==> src/rtl/ni_inject.sv <==
`default_nettype none
// ni_inject: core-side network-interface transmitter for router local port 0.
// Builds head/body/tail flits, picks a VC round-robin and tracks per-VC credits.
module ni_inject #(
  parameter int NODE_W    = 5,
  parameter int DATA_W    = 32,
  parameter int VCH_N     = 2,
  parameter int VCH_W     = 1,
  parameter int BUF_DEPTH = 4,
  parameter int CRD_W     = 3,
  parameter int LEN_W     = 4
) (
  input  logic              clk,
  input  logic              rst_,
  input  logic [NODE_W-1:0] my_id,
  input  logic              req_valid,
  output logic              req_ready,
  input  logic [NODE_W-1:0] req_dst,
  input  logic [LEN_W-1:0]  req_len,
  input  logic              data_valid,
  output logic              data_ready,
  input  logic [DATA_W-1:0] data_in,
  output logic              flit_valid,
  output logic [1:0]        flit_type,
  output logic [DATA_W-1:0] flit_data,
  output logic [VCH_W-1:0]  flit_vch,
  input  logic              credit_valid,
  input  logic [VCH_W-1:0]  credit_vch,
  output logic              crd_err
);

  typedef enum logic [1:0] {IDLE = 2'd0, HEAD = 2'd1, BODY = 2'd2} state_t;

  localparam logic [CRD_W-1:0] CRD_FULL = CRD_W'(BUF_DEPTH);

  state_t                  state;
  logic [CRD_W-1:0]        crd [VCH_N];
  logic [VCH_W-1:0]        rr, vc, sel, idx;
  logic [NODE_W-1:0]       dst;
  logic [LEN_W-1:0]        len, rem;
  logic                    run;
  logic                    any_crd, vc_crd, found;
  logic                    send_head, send_body, send, accept;
  logic [VCH_N-1:0]        inc, dec, ovf;
  logic [DATA_W-1:0]       head_word;

  always_comb begin
    any_crd = 1'b0;
    sel     = rr;
    found   = 1'b0;
    idx     = rr;
    for (int i = 0; i < VCH_N; i++) begin
      idx = rr + VCH_W'(i);
      if (crd[i] != '0) any_crd = 1'b1;
      if (!found && crd[idx] != '0) begin
        sel   = idx;
        found = 1'b1;
      end
    end
  end

  always_comb begin
    head_word = '0;
    head_word[2*NODE_W-1:0] = {my_id, dst};
  end

  // run gates acceptance until the first clock edge after reset release
  assign vc_crd     = (crd[vc] != '0);
  assign req_ready  = run && (state == IDLE) && any_crd;
  assign data_ready = (state == BODY) && vc_crd;
  assign accept     = req_valid && req_ready;
  assign send_head  = (state == HEAD) && vc_crd;
  assign send_body  = data_ready && data_valid;
  assign send       = send_head || send_body;

  always_comb begin
    for (int v = 0; v < VCH_N; v++) begin
      dec[v] = send && (vc == VCH_W'(v));
      inc[v] = credit_valid && (credit_vch == VCH_W'(v));
      ovf[v] = inc[v] && !dec[v] && (crd[v] == CRD_FULL);
    end
  end

  always_ff @(posedge clk or negedge rst_) begin
    if (!rst_) begin
      for (int v = 0; v < VCH_N; v++) crd[v] <= CRD_FULL;
      crd_err <= 1'b0;
    end else begin
      for (int v = 0; v < VCH_N; v++) begin
        if (dec[v] && !inc[v])
          crd[v] <= crd[v] - 1'b1;
        else if (inc[v] && !dec[v] && crd[v] != CRD_FULL)
          crd[v] <= crd[v] + 1'b1;
      end
      if (|ovf) crd_err <= 1'b1;
    end
  end

  always_ff @(posedge clk or negedge rst_) begin
    if (!rst_) begin
      state      <= IDLE;
      rr         <= '0;
      vc         <= '0;
      dst        <= '0;
      len        <= '0;
      rem        <= '0;
      run        <= 1'b0;
      flit_valid <= 1'b0;
      flit_type  <= 2'b00;
      flit_data  <= '0;
      flit_vch   <= '0;
    end else begin
      run        <= 1'b1;
      flit_valid <= send;
      case (state)
        IDLE: begin
          if (accept) begin
            dst   <= req_dst;
            len   <= req_len;
            vc    <= sel;
            rr    <= sel + 1'b1;
            state <= HEAD;
          end
        end
        HEAD: begin
          if (send_head) begin
            flit_type <= (len == '0) ? 2'b11 : 2'b01;
            flit_data <= head_word;
            flit_vch  <= vc;
            rem       <= len;
            state     <= (len == '0) ? IDLE : BODY;
          end
        end
        BODY: begin
          if (send_body) begin
            flit_type <= (rem == LEN_W'(1)) ? 2'b10 : 2'b00;
            flit_data <= data_in;
            flit_vch  <= vc;
            rem       <= rem - 1'b1;
            if (rem == LEN_W'(1)) state <= IDLE;
          end
        end
        default: state <= IDLE;
      endcase
    end
  end

endmodule
`default_nettype wire

==> config.mk <==
export PLATFORM = sky130hd
export DESIGN_NAME = ni_inject
export DESIGN_NICKNAME = d
export VERILOG_FILES = /design/src/rtl/ni_inject.sv
export SDC_FILE = /design/constraint.sdc
export NUM_CORES = 1
export LEC_CHECK = 0
export CAP_MARGIN = 20
export CORE_ASPECT_RATIO = 1.25
export CORE_MARGIN = 2
export CORE_UTILIZATION = 33
export CTS_BUF_LIST = sky130_fd_sc_hd__clkbuf_16
export CTS_CLUSTER_SIZE = 40
export DETAILED_ROUTE_END_ITERATION = 8
export PLACE_DENSITY_LB_ADDON = 0.1
export SYNTH_ARGS = -nofsm -noshare
export SYNTH_HDL_FRONTEND = slang
export SYNTH_SLANG_ARGS = --single-unit
==> constraint.sdc <==
create_clock -name clk -period 3.3 [get_ports clk]
set_input_delay 0.33 -clock clk [delete_from_list [all_inputs] [get_ports clk]]
set_output_delay 0.33 -clock clk [all_outputs]
set_load 0.01 [all_outputs]
==> impl_metrics.yaml, run 1 <==
final_layout:
  nNetsFinal: 447
  final_common_cell: "clkdlybuf4s50_1"
  drive_gt1_share_pct: 10.10
  final_cell_mix: "clkdlybuf4s50_1, nand2_1, dfrtp_1"
  area_delta_synth_final_pct: 45.33
  diodes: 0
  final_area_um2: 4300
grt:
  grt_max_degree: 42
  grt_use_total_pct: 15.39
  grt_pass1_vias: 2411
  antenna_found_initial: 0
  grt_overflow_total: 0
  grt_util_met3_pct: 6.306
  grt_use_met2_pct: 24.63
  use_met1_pct: 17.81
  grt_first_pass_wirelength_um: 11150
  grt-busiest-layer: "met2"
synthesis:
  yosysTopAreaCell: "dfrtp_1"
  ys.flop_type: "dfrtp_1"
  yosys.area.top_type_share_pct: 49.89
  ys_ff_latch: 61
  avgSynthCellArea_um2: 9.864
  ys_types: 58
  synth.area.top_cells: "dfrtp_1, nand2_1, o21ai_0"
  synthArstFlopShare_pct: 100.0
  syn_inst: 300
  synth_nets: 356
  synth-edff-count: 0
  seq_area_frac_synth_pct: 51.67
  syn_area_um2: 2959
  ys_warn_count: 0
hold_path:
  min_from: "crd_err$_DFFE_PN0P_"
  hp-class: "reg2reg"
  hold_path_depth: 1
  hold_end: "crd_err$_DFFE_PN0P_"
routing:
  firstDrtPassIters: 4
  vias: 2439
  drcViolationCount: 0
  routed_wirelength_um: 6872
  antenna_left: 0
  routed_via_density: 4.727
  wl_per_cell_um: 13.32
  dr.first_iter.drc_count: 71
cts:
  cts.htree.levels: 3
  clock_latency_ns: 0.33
  cts_made_buffers: 9
  cts_tree: "yes"
  cts-root-buf: "clkbuf_16"
  path_clk_slew_ns: 0.05
  post-cts-setup-buffers: 0
  clock_path_buffers: 2
  clock-sinks: 61
sta:
  worstMarginPinSlew_ns: 0.9369
  fmax_ghz: 0.4111
  finalMaxSlewViolations: 0
  skew_ns: 0.005366
  fin_setup_tns_ns: 0
  min_period_ns: 2.433
  setup_viol_count_final: 0
  rsz0062_at_grt: "no"
  hold_viol: 0
  finalCritPeriodShare_pct: 73.71
  slew_headroom_pct: 37.54
worst_setup_path:
  rr_endpoint: "crd[5]$_DFFE_PN1P_"
  worst-setup-path-type: "reg2reg"
  critPathMaxFanout: 9
  worst_setup_path_start_kind: "register"
  arrival_ns: 2.68
  worst_setup_path_end_kind: "register"
  required_ns: 3.55
  rr_worst_depth: 8
  worstReg2RegStart: "crd[5]$_DFFE_PN1P_"
  regToRegSetupSlack_ns: 0.87
power_and_ir_drop:
  powerDensity_nw_per_um2: 896.5
  power_frac_seq_pct: 32.9
  ir_drop_uv: 360.5
  p_clk_share_pct: 27.2
  p_comb_share_pct: 39.9
  swShare_pct: 34.17
  p_leak_nw: 1.849
  p_int_mw: 2.538
  switching_power_mw: 1.317
placed_design:
  placed_area_um2: 3959
  dp_hpwl_um: 4786
  gp_congestion: 0.7625
  portBuffers: 90
die:
  die_area_um2: 9745
  ioPinCount: 91
  start_util_pct: 34.01
  die_y_um: 109.9
  die_w_um: 88.70
  core_area_um2: 8701
  row_count: 38
job:
  maxCapViolations: 0
run_status:
  status: "finished, final reports clean"
## worst max-delay path, stage by stage, from the launching register on
cell      delay [ns]
dfstp_2         0.60
nor3_2          0.11
a211oi_2        0.20
buf_4           0.19
nand2_1         0.08
fa_1            0.44
or4_1           0.53
o32ai_1         0.15
a21oi_1         0.07
## cells in the mapped netlist (3+ instances only)
cell type and number:
inv_1 11, buf_2 3, nor2_1 13, mux2_2 9, dfrtp_1 59, buf_4 4, o21ai_0 40, a21oi_1 8
nand2b_1 3, clkbuf_1 6, mux2i_1 12, nor3_1 3, nand2_1 65, nand3_1 4
## what timing repair did
item                      4_1_cts  5_1_grt
resized for setup               0        0
hold endpoints to repair       18        0
hold buffers                    1        0
## cell families (layout without fill, tap and decap cells)
logic type | after synthesis | in the layout | share of synthesized area (%)
other | 1 | 1 | 0.1267
DFF | 61 | 61 | 51.67
AOI/OAI and AO/OA | 73 | 73 | 15.31
buffers and inverters | 27 | 123 | 4.609
muxes | 21 | 21 | 7.484
and+or+nand+nor | 110 | 110 | 17.72
xor gates and xnor gates | 3 | 3 | 0.8881
adders and majority gates | 4 | 4 | 2.199
## final cells by class
type | count | area, µm²
inverter | 11 | 41.29
clock buffer | 9 | 225.2
sequential | 61 | 1529
tap | 120 | 150.1
timing repair buffer | 96 | 943.4
multi-input combinational | 212 | 1305
fill | 840 | 4400
clock inverter | 7 | 106.4
## per-layer routing
layer / part of all wire, % / wire length (µm) / up-vias
met3: 5.2 / 354 / 11
met1: 45 / 3092 / 1144
li1: - / - / 1225
met5: 0 / 0 / -
met4: 2.0 / 138 / 0
met2: 48 / 3287 / 59
## sequential cells by signal, indices dropped and copies added, names as in the netlist
| name | flops |
|---|---|
| state | 2 |
| crd | 6 |
| flit_vch | 1 |
| len | 4 |
| rr | 1 |
| rem | 4 |
| flit_data | 32 |
| crd_err | 1 |
| run | 1 |
| vc | 1 |
| dst | 5 |
| flit_valid | 1 |
| flit_type | 2 |
## through the flow
step | utilization [%] | instances | power (mW) | hold slack, ns | setup slack [ns]
2_1_floorplan | - | 300 | 2.246 | 0.03441 | 0.9751
3_3_place_gp | 45.50 | 499 | 2.816 | 0.3368 | 0.6431
3_5_place_dp | 45.50 | 499 | 2.850 | 0.3380 | 0.5745
4_1_cts | 49.42 | 516 | 3.925 | 0.4765 | 0.8841
5_1_grt | 49.42 | 516 | 4.173 | 0.5024 | 0.7671
6_report | 49.42 | 516 | 3.855 | 0.4743 | 0.8675
## power groups by stage
stage / Sequential (mW) / Combinational (mW) / Clock (mW)
detailed placement: 1.28 / 1.57 / 0
floorplan: 1.29 / 0.960 / 0
CTS: 1.27 / 1.57 / 1.08
global placement: 1.28 / 1.54 / 0
global route: 1.32 / 1.73 / 1.12
finish: 1.27 / 1.54 / 1.05
## worst max-delay path by stage
stage	from	cells after the start	endpoint	slack, ns
6_report	crd[5]$_DFFE_PN1P_	8	crd[5]$_DFFE_PN1P_	0.87
5_1_grt	crd[5]$_DFFE_PN1P_	8	crd[5]$_DFFE_PN1P_	0.77
4_1_cts	crd[5]$_DFFE_PN1P_	8	crd[5]$_DFFE_PN1P_	0.88
3_5_place_dp	data_valid	9	crd[2]$_DFFE_PN1P_	0.57
3_3_place_gp	data_valid	8	crd[1]$_DFFE_PN0P_	0.64
2_1_floorplan	crd[5]$_DFFE_PN1P_	7	crd[5]$_DFFE_PN1P_	0.98
(Power assumes the default switching activity.)
==> run 2: changes to the inputs <==
==> constraint.sdc (replaced) <==
create_clock -name clk -period 2.4 [get_ports clk]
set_input_delay 0.24 -clock clk [delete_from_list [all_inputs] [get_ports clk]]
set_output_delay 0.24 -clock clk [all_outputs]
set_load 0.01 [all_outputs]
==> run 2 against run 1 <==
Sequential share of layout area fell by 0.16 points. Register-to-register slack got worse by 0.69 ns. Critical path depth down 4. Worst setup slack lost 0.77 ns. Global-route usage rose by 0.34 points. Critical endpoint is now data_ready. Largest power group unchanged. Highest routed layer unchanged.
==> impl_metrics.yaml, run 2 (synthesis results as in run 1) <==
sta:
  rsz0062_at_grt: "no"
  worstMarginPinSlew_ns: 0.6520
  min_period_ns: 2.305
  slew_headroom_pct: 56.53
  hold_viol: 0
  fin_setup_tns_ns: 0
  finalMaxSlewViolations: 0
  skew_ns: 0.004315
  setup_viol_count_final: 0
  whs_ns: 0.4613
  fmax_ghz: 0.4338
  finalCritPeriodShare_pct: 96.06
  layout_setup_ws_ns: 0.09466
worst_setup_path:
  worst_setup_path_end_kind: "output port"
  critPathMaxFanout: 8
  regToRegSetupSlack_ns: 0.18
  arrival_ns: 2.07
  cp-endpoint: "data_ready"
  critPathLaunch: "crd[1]$_DFFE_PN0P_"
  rr_endpoint: "crd[5]$_DFFE_PN1P_"
  worstReg2RegStart: "crd[5]$_DFFE_PN1P_"
  worst_setup_path_start_kind: "register"
  rr_worst_depth: 7
  worst-setup-path-type: "reg2out"
  required_ns: 2.16
cts:
  cts.htree.levels: 3
  cts_tree: "yes"
  cts_resized: 0
  clock_path_buffers: 2
  path_clk_slew_ns: 0.05
  cts_made_buffers: 9
  cts-root-buf: "clkbuf_16"
  clock_latency_ns: 0.33
  clock-sinks: 61
final_layout:
  area_delta_synth_final_pct: 46.00
  nNetsFinal: 456
  drive_gt1_share_pct: 12.10
  final_area_um2: 4320
  instances_no_fill: 525
  largest_reg_flops: 32
  final_common_cell: "clkdlybuf4s50_1"
  regMostFlops: "flit_data"
  diodes: 0
  final_cell_mix: "clkdlybuf4s50_1, nand2_1, dfrtp_1"
  reg_top3: "flit_data x32, crd x6, dst x5"
placed_design:
  place_ws_ns: -0.003120
  placed_area_um2: 4051
  dp_cells: 508
  dp_hpwl_um: 4908
  gp_congestion: 0.7972
  portBuffers: 90
hold_path:
  hp-class: "in2reg"
  min_from: "data_in[22]"
grt:
  grt_max_degree: 39
  grt_overflow_total: 0
  grt_pass1_vias: 2422
  antenna_found_initial: 0
  grt_use_total_pct: 15.73
  grt_first_pass_wirelength_um: 11630
routing:
  wl_per_cell_um: 13.35
  antenna_left: 0
  routed_via_density: 4.665
  drcViolationCount: 0
  vias: 2449
  firstDrtPassIters: 4
  routed_wirelength_um: 7007
  dr.first_iter.drc_count: 82
power_and_ir_drop:
  p_leak_nw: 1.865
  powerDensity_nw_per_um2: 1171
  ir_drop_uv: 557.6
run_status:
  status: "finished, final reports clean"
die:
  die_y_um: 109.9
  ioPinCount: 91
  die_w_um: 88.70
  core_area_um2: 8701
  row_count: 38
  start_util_pct: 34.01
  die_area_um2: 9745
job:
  maxCapViolations: 0
-- run 2: cell type report --
type / count / area, µm²
multi-input combinational: 212 / 1305
inverter: 11 / 41.29
fill: 862 / 4380
tap: 120 / 150.1
sequential: 61 / 1529
clock buffer: 9 / 225.2
clock inverter: 7 / 33.78
timing repair buffer: 105 / 1036
-- run 2: worst max-delay path, stage by stage (launching register included) --
cell             delay, ns
dfrtp_1               0.37
buf_4                 0.16
or4b_4                0.55
and3_1                0.19
clkdlybuf4s50_1       0.47
-- run 2: how the worst min path moves through the flow --
| stage | end | depth (start not counted) |
|---|---|---|
| after floorplan | crd[0]$_DFFE_PN0P_ | 0 |
| after global placement | flit_data[16]$_DFFE_PN0P_ | 1 |
| after detailed placement | flit_data[16]$_DFFE_PN0P_ | 1 |
| after CTS | flit_data[24]$_DFFE_PN0P_ | 3 |
| after global routing | flit_data[26]$_DFFE_PN0P_ | 3 |
| final | flit_data[22]$_DFFE_PN0P_ | 3 |
-- run 2: stage by stage --
step                total power [mW]  utilization [%]
floorplan                      3.088                -
global placement               3.947            46.56
detailed placement             3.997            46.56
CTS                            5.146            49.65
global route                   5.500            49.65
finish                         5.060            49.65
-- run 2: power by group --
group	internal, mW	switching (mW)
clock	0.680	0.442
sequential	1.44	0.302
combinational	1.11	1.09
total	3.23	1.83
-- run 2: timing repair --
action | 4_1_cts | 5_1_grt
hold buffers | 1 | 0
hold endpoints to repair | 25 | 0
buffers inserted | 0 | 0
-- run 2: routing by layer --
layer  vias up  share of wire, %  global-route usage (%)  routed length (µm)
met2        57                51                   26.17                3554
met1      1143                43                   18.75                3020
li1       1241                 -                       -                   -
met3         8               4.2                   3.829                 295
met5         -                 0                       0                   0
met4         0               1.9                   7.792                 136
==> run 3: changes to the inputs <==
--- a/config.mk
+++ b/config.mk
@@ -13,6 +13,7 @@
 export CTS_CLUSTER_SIZE = 40
 export DETAILED_ROUTE_END_ITERATION = 8
 export PLACE_DENSITY_LB_ADDON = 0.1
+export SKIP_CTS_REPAIR_TIMING = 1
 export SYNTH_ARGS = -nofsm -noshare
 export SYNTH_HDL_FRONTEND = slang
 export SYNTH_SLANG_ARGS = --single-unit
==> results of run 3 <==
Same layout as run 2: the final DEF is identical, and so are final timing and power.
Main changes from that run: wire length of the first global-routing pass 11630 µm -> 11610 µm; via count of the first global-routing pass 2422 -> 2410; overall routing resource usage 15.73% -> 15.70%; met2 usage 26.17% -> 26.07%
